$ cat config.mk
export PLATFORM = sky130hd
export DESIGN_NAME = led_pattern_sequencer
export DESIGN_NICKNAME = d
export VERILOG_FILES = /design/src/rtl/led_pattern_sequencer.sv
export SDC_FILE = /design/constraint.sdc
export NUM_CORES = 1
export LEC_CHECK = 0
export ABC_AREA = 0
export CAP_MARGIN = 40
export CELL_PAD_IN_SITES_DETAIL_PLACEMENT = 1
export CELL_PAD_IN_SITES_GLOBAL_PLACEMENT = 1
export CORE_ASPECT_RATIO = 0.5
export CORE_MARGIN = 10
export CORE_UTILIZATION = 30
export DETAILED_ROUTE_END_ITERATION = 10
export GPL_ROUTABILITY_DRIVEN = 0
export PLACE_DENSITY_LB_ADDON = 0.1
export SETUP_SLACK_MARGIN = 0.3
export SLEW_MARGIN = 0
export SYNTH_ARGS = -nofsm -noshare
export SYNTH_HDL_FRONTEND = slang
export SYNTH_SLANG_ARGS = --single-unit
export TNS_END_PERCENT = 1
$ cat constraint.sdc
create_clock -name clk -period 2.6 [get_ports clk]
set_input_delay 0.52 -clock clk [delete_from_list [all_inputs] [get_ports clk]]
set_output_delay 0.52 -clock clk [all_outputs]
set_load 0.05 [all_outputs]
$ cat src/rtl/led_pattern_sequencer.sv
// LED pattern sequencer: prescaler, step-position register and one-hot decoder
// driving an N_LED bank in rotate-up / rotate-down / bounce / manual modes.
module led_pattern_sequencer #(
  parameter int unsigned N_LED = 8,
  parameter int unsigned DIV   = 25_000_000
) (
  input  logic                     clk,
  input  logic                     rst,
  input  logic                     en,
  input  logic [1:0]               mode,
  input  logic                     step_btn,
  output logic [N_LED-1:0]         Led,
  output logic [$clog2(N_LED)-1:0] idx,
  output logic                     tick
);

  localparam int unsigned CW = $clog2(DIV);
  localparam int unsigned IW = $clog2(N_LED);
  localparam logic [CW-1:0] CNT_LAST = CW'(DIV - 1);
  localparam logic [IW-1:0] IDX_LAST = IW'(N_LED - 1);
  localparam logic [IW-1:0] IDX_PENU = IW'(N_LED - 2);

  typedef enum logic [1:0] {
    MODE_UP     = 2'b00,
    MODE_DOWN   = 2'b01,
    MODE_BOUNCE = 2'b10,
    MODE_MANUAL = 2'b11
  } mode_e;

  typedef enum logic {
    DIR_UP   = 1'b0,
    DIR_DOWN = 1'b1
  } dir_e;

  mode_e         mode_s;
  logic [CW-1:0] cnt_q, cnt_d;
  logic [IW-1:0] idx_q, idx_d;
  dir_e          dir_q, dir_d;
  logic          tick_q, tick_d;
  logic          s1_q, s1_d, s2_q, s2_d, p_q, p_d;
  logic          step_auto, step_man, do_step;

  assign mode_s = mode_e'(mode);

  always_comb begin
    cnt_d     = cnt_q;
    idx_d     = idx_q;
    dir_d     = dir_q;
    step_auto = 1'b0;
    do_step   = 1'b0;
    // Synchronizer and edge flop run regardless of en/mode, so a button
    // already held on entry to manual mode yields no step.
    s1_d      = step_btn;
    s2_d      = s1_q;
    p_d       = s2_q;
    step_man  = s2_q & ~p_q;

    if (en) begin
      if (mode_s == MODE_MANUAL) begin
        cnt_d = '0;
      end else if (cnt_q == CNT_LAST) begin
        cnt_d = '0;
      end else begin
        cnt_d = cnt_q + CW'(1);
      end

      step_auto = (mode_s != MODE_MANUAL) && (cnt_q == CNT_LAST);
      do_step   = step_auto || ((mode_s == MODE_MANUAL) && step_man);

      if (mode_s != MODE_BOUNCE) dir_d = DIR_UP;

      if (do_step) begin
        unique case (mode_s)
          MODE_UP, MODE_MANUAL: idx_d = (idx_q == IDX_LAST) ? '0 : idx_q + IW'(1);
          MODE_DOWN:            idx_d = (idx_q == '0) ? IDX_LAST : idx_q - IW'(1);
          MODE_BOUNCE: begin
            if (dir_q == DIR_UP) begin
              if (idx_q == IDX_LAST) begin
                idx_d = IDX_PENU;
                dir_d = DIR_DOWN;
              end else begin
                idx_d = idx_q + IW'(1);
              end
            end else begin
              if (idx_q == '0) begin
                idx_d = IW'(1);
                dir_d = DIR_UP;
              end else begin
                idx_d = idx_q - IW'(1);
              end
            end
          end
          default: idx_d = idx_q;
        endcase
      end
    end

    tick_d = step_auto;
  end

  always_ff @(posedge clk or negedge rst) begin
    if (!rst) begin
      cnt_q  <= '0;
      idx_q  <= '0;
      dir_q  <= DIR_UP;
      tick_q <= 1'b0;
      s1_q   <= 1'b0;
      s2_q   <= 1'b0;
      p_q    <= 1'b0;
    end else begin
      cnt_q  <= cnt_d;
      idx_q  <= idx_d;
      dir_q  <= dir_d;
      tick_q <= tick_d;
      s1_q   <= s1_d;
      s2_q   <= s2_d;
      p_q    <= p_d;
    end
  end

  always_comb begin
    Led        = '0;
    Led[idx_q] = 1'b1;
  end

  assign idx  = idx_q;
  assign tick = tick_q;

endmodule

==> results.toml, run 1 <==
[clock_network]
clk_latency_ps = 270
root_buffer = "clkbuf_16"
cts.path.max_buffers = 2
cts.sink_count = 33
numCtsBuffers = 5
holdBufCountCts = 0
cts_tree = "done"
post-cts-setup-buffers = 0
clk_pin_slew_ps = 50
htreeDepth = 2

[outcome]
status = "complete, no violations"

[routing]
drc = 0
ant_nets = 0
routed_wl_mm = 5.594
vias_per_cell = 5.382
firstDrtPassIters = 4
dr_total_vias = 1830
routedWlPerCell_um = 16.45
drt-initial-drc-count = 83

[global_routing]
grtUsageMet3_pct = 3.204
grt_max_degree = 34
grt_use_met2_pct = 17.03
grt_pass1_vias = 1838
globalRouteOverflowTotal = 0
use_met1_pct = 14.35
grt_pass1_wl_mm = 9.577
antenna_found_initial = 0
top_usage_layer = "met2"
grt_use_total_pct = 10.68

[placement]
dp_hpwl_mm = 4.247
dpl_cell_area_um2 = 2356
port_buffers = 17
place_ws_ps = 213.6

[final_layout]
syn_to_final_growth_pct = 20.95
design_area_um2 = 2514
num-fill-cells = 774
multi_input_area_um2 = 1136
final_common_cell = "dfrtp_1"
ff_latch_area_um2 = 825.8
final_nets = 263
fin_util_pct = 37.52
antenna_cells = 0
drive_above_1_share_pct = 10.48
final_cell_mix = "dfrtp_1 (33), nand2_1 (16), inv_1 (13), a21oi_1 (13)"

[sta]
skew_ps = 6.167
setup_viol_count_final = 0
timing.hold.ws_ps = 350.5
finalMaxSlewViolations = 0
period_share_pct = 82.31
worstMarginPinSlew_ps = 513.8
setup_ws_ps = 459.9
clock.fmax_mhz = 467.3
grt_setup_unrepaired = "false"
finalCriticalPeriod_ps = 2140
relSlewSlack_pct = 65.45
report.final.hold_viol_count = 0

[yosys]
synth_nets = 241
ys_ff_latch = 33
synth_top_family_by_area = "simple AND/OR/NAND/NOR gates"
synthSimpleGateAreaFrac_pct = 27.21
synth-edff-count = 0
synth.mux.area_fraction_pct = 1.505
syn_area_per_cell_um2 = 9.196
netlist_area_um2 = 2078
synth_ff_type = "dfrtp_1"
ys_types = 47
synth_area_leaders = "dfrtp_1 (40%), ha_1 (5.4%), o31ai_1 (4.3%)"
synth_xor_area_share_pct = 3.371
syn_inst = 226
yosys_warnings = 0
ys_seq_area_share_pct = 39.74
synth_top_area_share_pct = 39.74
synth_top_area_cell = "dfrtp_1"
synth_compound_area_share_pct = 17.16
synthAdderAreaFrac_pct = 5.418
async_reset_ff_share_pct = 100.0

[pwr]
clkPwrFrac_pct = 31.8
leakagePower_nw = 1.125
net-switching-power_mw = 0.6725
seqPwrFrac_pct = 34.7
ir_drop_mv = 0.2078
swShare_pct = 37.17
p_int_mw = 1.137
powerDensity_nw_per_um2 = 719.8
comb_power_share_pct = 33.5

[worst_setup_path]
worstPathRequired_ps = 2080
path_cells = "clkdlybuf4s50_1"
critPathCaptureType = "output port"
cp.arrival_ps = 1620
critPathLaunchType = "flop"
slowest_delay_ps = 860
cp_num_buf_inv = 1
criticalPathCategory = "reg2out"
critPathTopFamily = "buffers and inverters"
crit_fanout = 9
crit_slowest_cell = "clkdlybuf4s50_1"

[die]
core_um2 = 6700
die_w_um = 137.7
die_h_um = 78.86
start_util_pct = 31.02
design.die.area_um2 = 10860
io_pins = 18
rows = 21

[job]
drv_cap = 0

[min_path]
hold_class = "reg2reg"
## synthesized netlist by cell type (5+ instances only)
cell type and n:
nand4_1 8, nor3_1 10, dfrtp_1 33, nand2b_1 5
a21oi_1 13, nand2_1 16, o31ai_1 12, nand3_1 11
nor2_1 12, inv_1 13, ha_1 9, o21ai_0 11
or4_1 8
## worst paths after layout
kind / startpoint / endpoint / slack (ps) / cells after the start
worst min-delay path: s1_q / p_d / 350 / 0
worst max register to register: cnt_q[6] / dir_q / 480 / 5
worst min register to register: s1_q / p_d / 350 / 0
min in group asynchronous: rst / cnt_q[6] / 660 / 2
worst max-delay path: idx[2] / idx[2] / 460 / 1
max in group asynchronous: rst / p_q / 1610 / 2
## timing repair
| item | 4_1_cts | 5_1_grt |
|---|---|---|
| endpoints found under the setup margin | 8 | 9 |
| pin swaps | 0 | 0 |
| resized for setup | 1 | 11 |
## per-stage QoR
stage / cells / total power [mW] / TNS, ps
floorplan: 226 / 1.040 / -147.9
global placement: 333 / 1.248 / 0
detailed placement: 333 / 1.260 / 0
CTS: 340 / 1.844 / 0
global route: 340 / 1.919 / 0
finish: 340 / 1.809 / 0
## cell families (layout without fill, tap and decap cells)
family	after synthesis	in the layout
mux	3	3
buf+inv	23	45
simple gates	97	97
compound gates	53	53
fa+ha+maj	9	9
flops	33	33
xor+xnor	8	8
## power groups by stage
stage / registers, mW / clock network, mW / logic (mW)
floorplan: 0.675 / 0 / 0.365
global placement: 0.635 / 0 / 0.614
CTS: 0.628 / 0.593 / 0.623
global route: 0.641 / 0.615 / 0.664
detailed placement: 0.636 / 0 / 0.624
finish: 0.628 / 0.575 / 0.606
## registers in the layout, indices dropped and copies added, names as in the netlist
register,cells
p_d,1
cnt_q,25
p_q,1
s1_q,1
tick,1
dir_q,1
idx,3
## routing by layer
metal | vias up | part of all wire, %
met2 | 19 | 45
met4 | 0 | 0.41
met1 | 911 | 51
li1 | 896 | -
met3 | 4 | 3.7
met5 | - | 0
## cell type report
| type | instances | area share, % |
|---|---|---|
| clock buffer | 7 | 5.674 |
| inverter | 13 | 1.941 |
| multi-input combinational | 170 | 45.20 |
| sequential | 33 | 32.85 |
| tap | 92 | 4.579 |
| timing repair buffer | 25 | 9.756 |
Power figures use the tool's default switching activity.
==> run 2: changes to the inputs <==
==> constraint.sdc (replaced) <==
create_clock -name clk -period 1.8 [get_ports clk]
set_input_delay 0.36 -clock clk [delete_from_list [all_inputs] [get_ports clk]]
set_output_delay 0.36 -clock clk [all_outputs]
set_load 0.05 [all_outputs]
==> run 2 against run 1 <==
Against the previous run: critical path type is now reg2reg; register-to-register slack got worse by 530 ps; clock power up 55%; largest cell class unchanged; non-clock buffer count up 48; wire length increased by 20%; count of clock-buffer cells in the layout did not move; the flow now finishes with violations (negative setup slack); global-route usage increased by 2.4 points; combinational power grew to 2.7 times the previous value; worst setup slack worse by 510 ps.
==> results.toml, run 2 (same netlist as run 1, synthesis figures left out) <==
[final_layout]
multi_input_area_um2 = 1386
fin_util_pct = 49.02
drive_above_1_share_pct = 43.29
syn_to_final_growth_pct = 58.04
ff_latch_area_um2 = 834.6
final_nets = 312
largest_reg_flops = 25
num-fill-cells = 755
regMostFlops = "cnt_q"
final_common_cell = "buf_4"
antenna_cells = 0
final_cell_mix = "buf_4 (52), dfrtp_1 (26), nand2_1 (15), buf_12 (13), o31ai_1 (12)"

[clock_network]
cts.path.max_buffers = 2
holdBufCountCts = 0
cts.sink_count = 33
htreeDepth = 2
numCtsBuffers = 5
cts_tree = "done"
clk_pin_slew_ps = 50
clk_latency_ps = 270
root_buffer = "clkbuf_16"

[global_routing]
grt_use_total_pct = 13.07
grt_use_met2_pct = 22.50
grt_max_degree = 34
top_usage_layer = "met2"
use_met1_pct = 16.32
grtUsageMet3_pct = 3.078
grt_pass1_wl_mm = 11.63
antenna_found_initial = 0
grt_pass1_vias = 2291
globalRouteOverflowTotal = 0

[routing]
routed_wl_mm = 6.708
drc = 0
dr_total_vias = 2058
routedWlPerCell_um = 17.20
ant_nets = 0
vias_per_cell = 5.277
firstDrtPassIters = 4
drt-initial-drc-count = 86

[die]
die_h_um = 78.86
rows = 21
core_um2 = 6700
design.die.area_um2 = 10860
die_w_um = 137.7
start_util_pct = 31.02
io_pins = 18

[sta]
finalMaxSlewViolations = 0
setup_viol_count_final = 4
finalCriticalPeriod_ps = 1852
report.final.hold_viol_count = 0
relSlewSlack_pct = 70.13
clock.fmax_mhz = 539.8
setup_ws_ps = -52.39
skew_ps = 6.072
fin_setup_tns_ps = -154.1
period_share_pct = 102.9
worstMarginPinSlew_ps = 448.0
grt_setup_unrepaired = "true"

[worst_setup_path]
critPathCaptureType = "flop"
crit_fanout = 6
crit_slowest_cell = "or4_4"
crit_top_cell = "or4_4"
path_cells = "nand4_4 -> or4_4 -> or4_4 -> a21oi_2"
worstPathRequired_ps = 2000
cp.arrival_ps = 2050
critPathLaunchType = "flop"
criticalPathCategory = "reg2reg"
critPathTopFamily = "simple AND/OR/NAND/NOR gates"
slowest_delay_ps = 580
cp_num_buf_inv = 0

[pwr]
leakagePower_nw = 1.354
power.total_mw = 3.383
ir_drop_mv = 0.4219
powerDensity_nw_per_um2 = 1030

[job]
drv_cap = 0

[outcome]
violations = "negative setup slack"
status = "finished with violations"

[placement]
dp_hpwl_mm = 5.079
port_buffers = 17
place_ws_ps = -330.8

[min_path]
hold_class = "reg2reg"
==> run 2: changes by cell type in the layout (fill, tap and decap cells not counted), sizes merged <==
cell,delta
dlymetal6s2s,-8
or4,+1
clkinv,+1
clkdlybuf4s50,-3
buf,+60
clkbuf,-1
==> run 2: where the power goes <==
part	leakage (nW)	internal, mW	switching [mW]
Sequential	0.429	0.804	0.0824
Combinational	0.845	0.742	0.864
Clock	0.0799	0.585	0.304
==> run 2: area by class of cell <==
type / instances / share of cell area (%)
clock buffer: 7 / 4.648
clock inverter: 1 / 0.1524
inverter: 13 / 1.714
multi-input combinational: 171 / 42.21
sequential: 33 / 25.41
tap: 92 / 3.505
timing repair buffer: 73 / 22.36
==> run 2: worst paths after layout <==
path / startpoint / to / slack [ps] / cells past startpoint
setup reg to reg: cnt_q[8] / cnt_q[21] / -50 / 4
setup / recovery: cnt_q[8] / cnt_q[21] / -50 / 4
max in group asynchronous: rst / cnt_q[7] / 950 / 2
hold reg to reg: s1_q / p_d / 350 / 0
min in group asynchronous: rst / cnt_q[20] / 510 / 2
hold / removal: s1_q / p_d / 350 / 0
==> run 2: per-layer routing <==
layer,vias up,wire (um)
met5,-,0
met1,1037,3119
li1,994,-
met4,0,51
met3,6,236
met2,21,3301
==> run 2: worst reg2reg max path: cells and delay by family, from the launching register on <==
kind	cells	cell delay, ps
AO/OA/AOI/OAI	1	140
flip-flops	1	420
AND/OR/NAND/NOR	3	1210
==> run 2: repair_timing <==
action,CTS,global route
pin swaps,29,13
resized for setup,37,6
gates cloned,1,0
endpoints found under the setup margin,38,39
setup buffers,2,0
hold endpoints to repair,0,0
==> run 2: stage by stage <==
stage                     instance area [um2]  hold WS [ps]  cells
after floorplan                          2225         64.41    226
after global placement                   2930         333.5    379
after detailed placement                 2930         342.8    379
after CTS                                3241         354.9    390
after global routing                     3284         355.1    390
final                                    3284         352.7    390
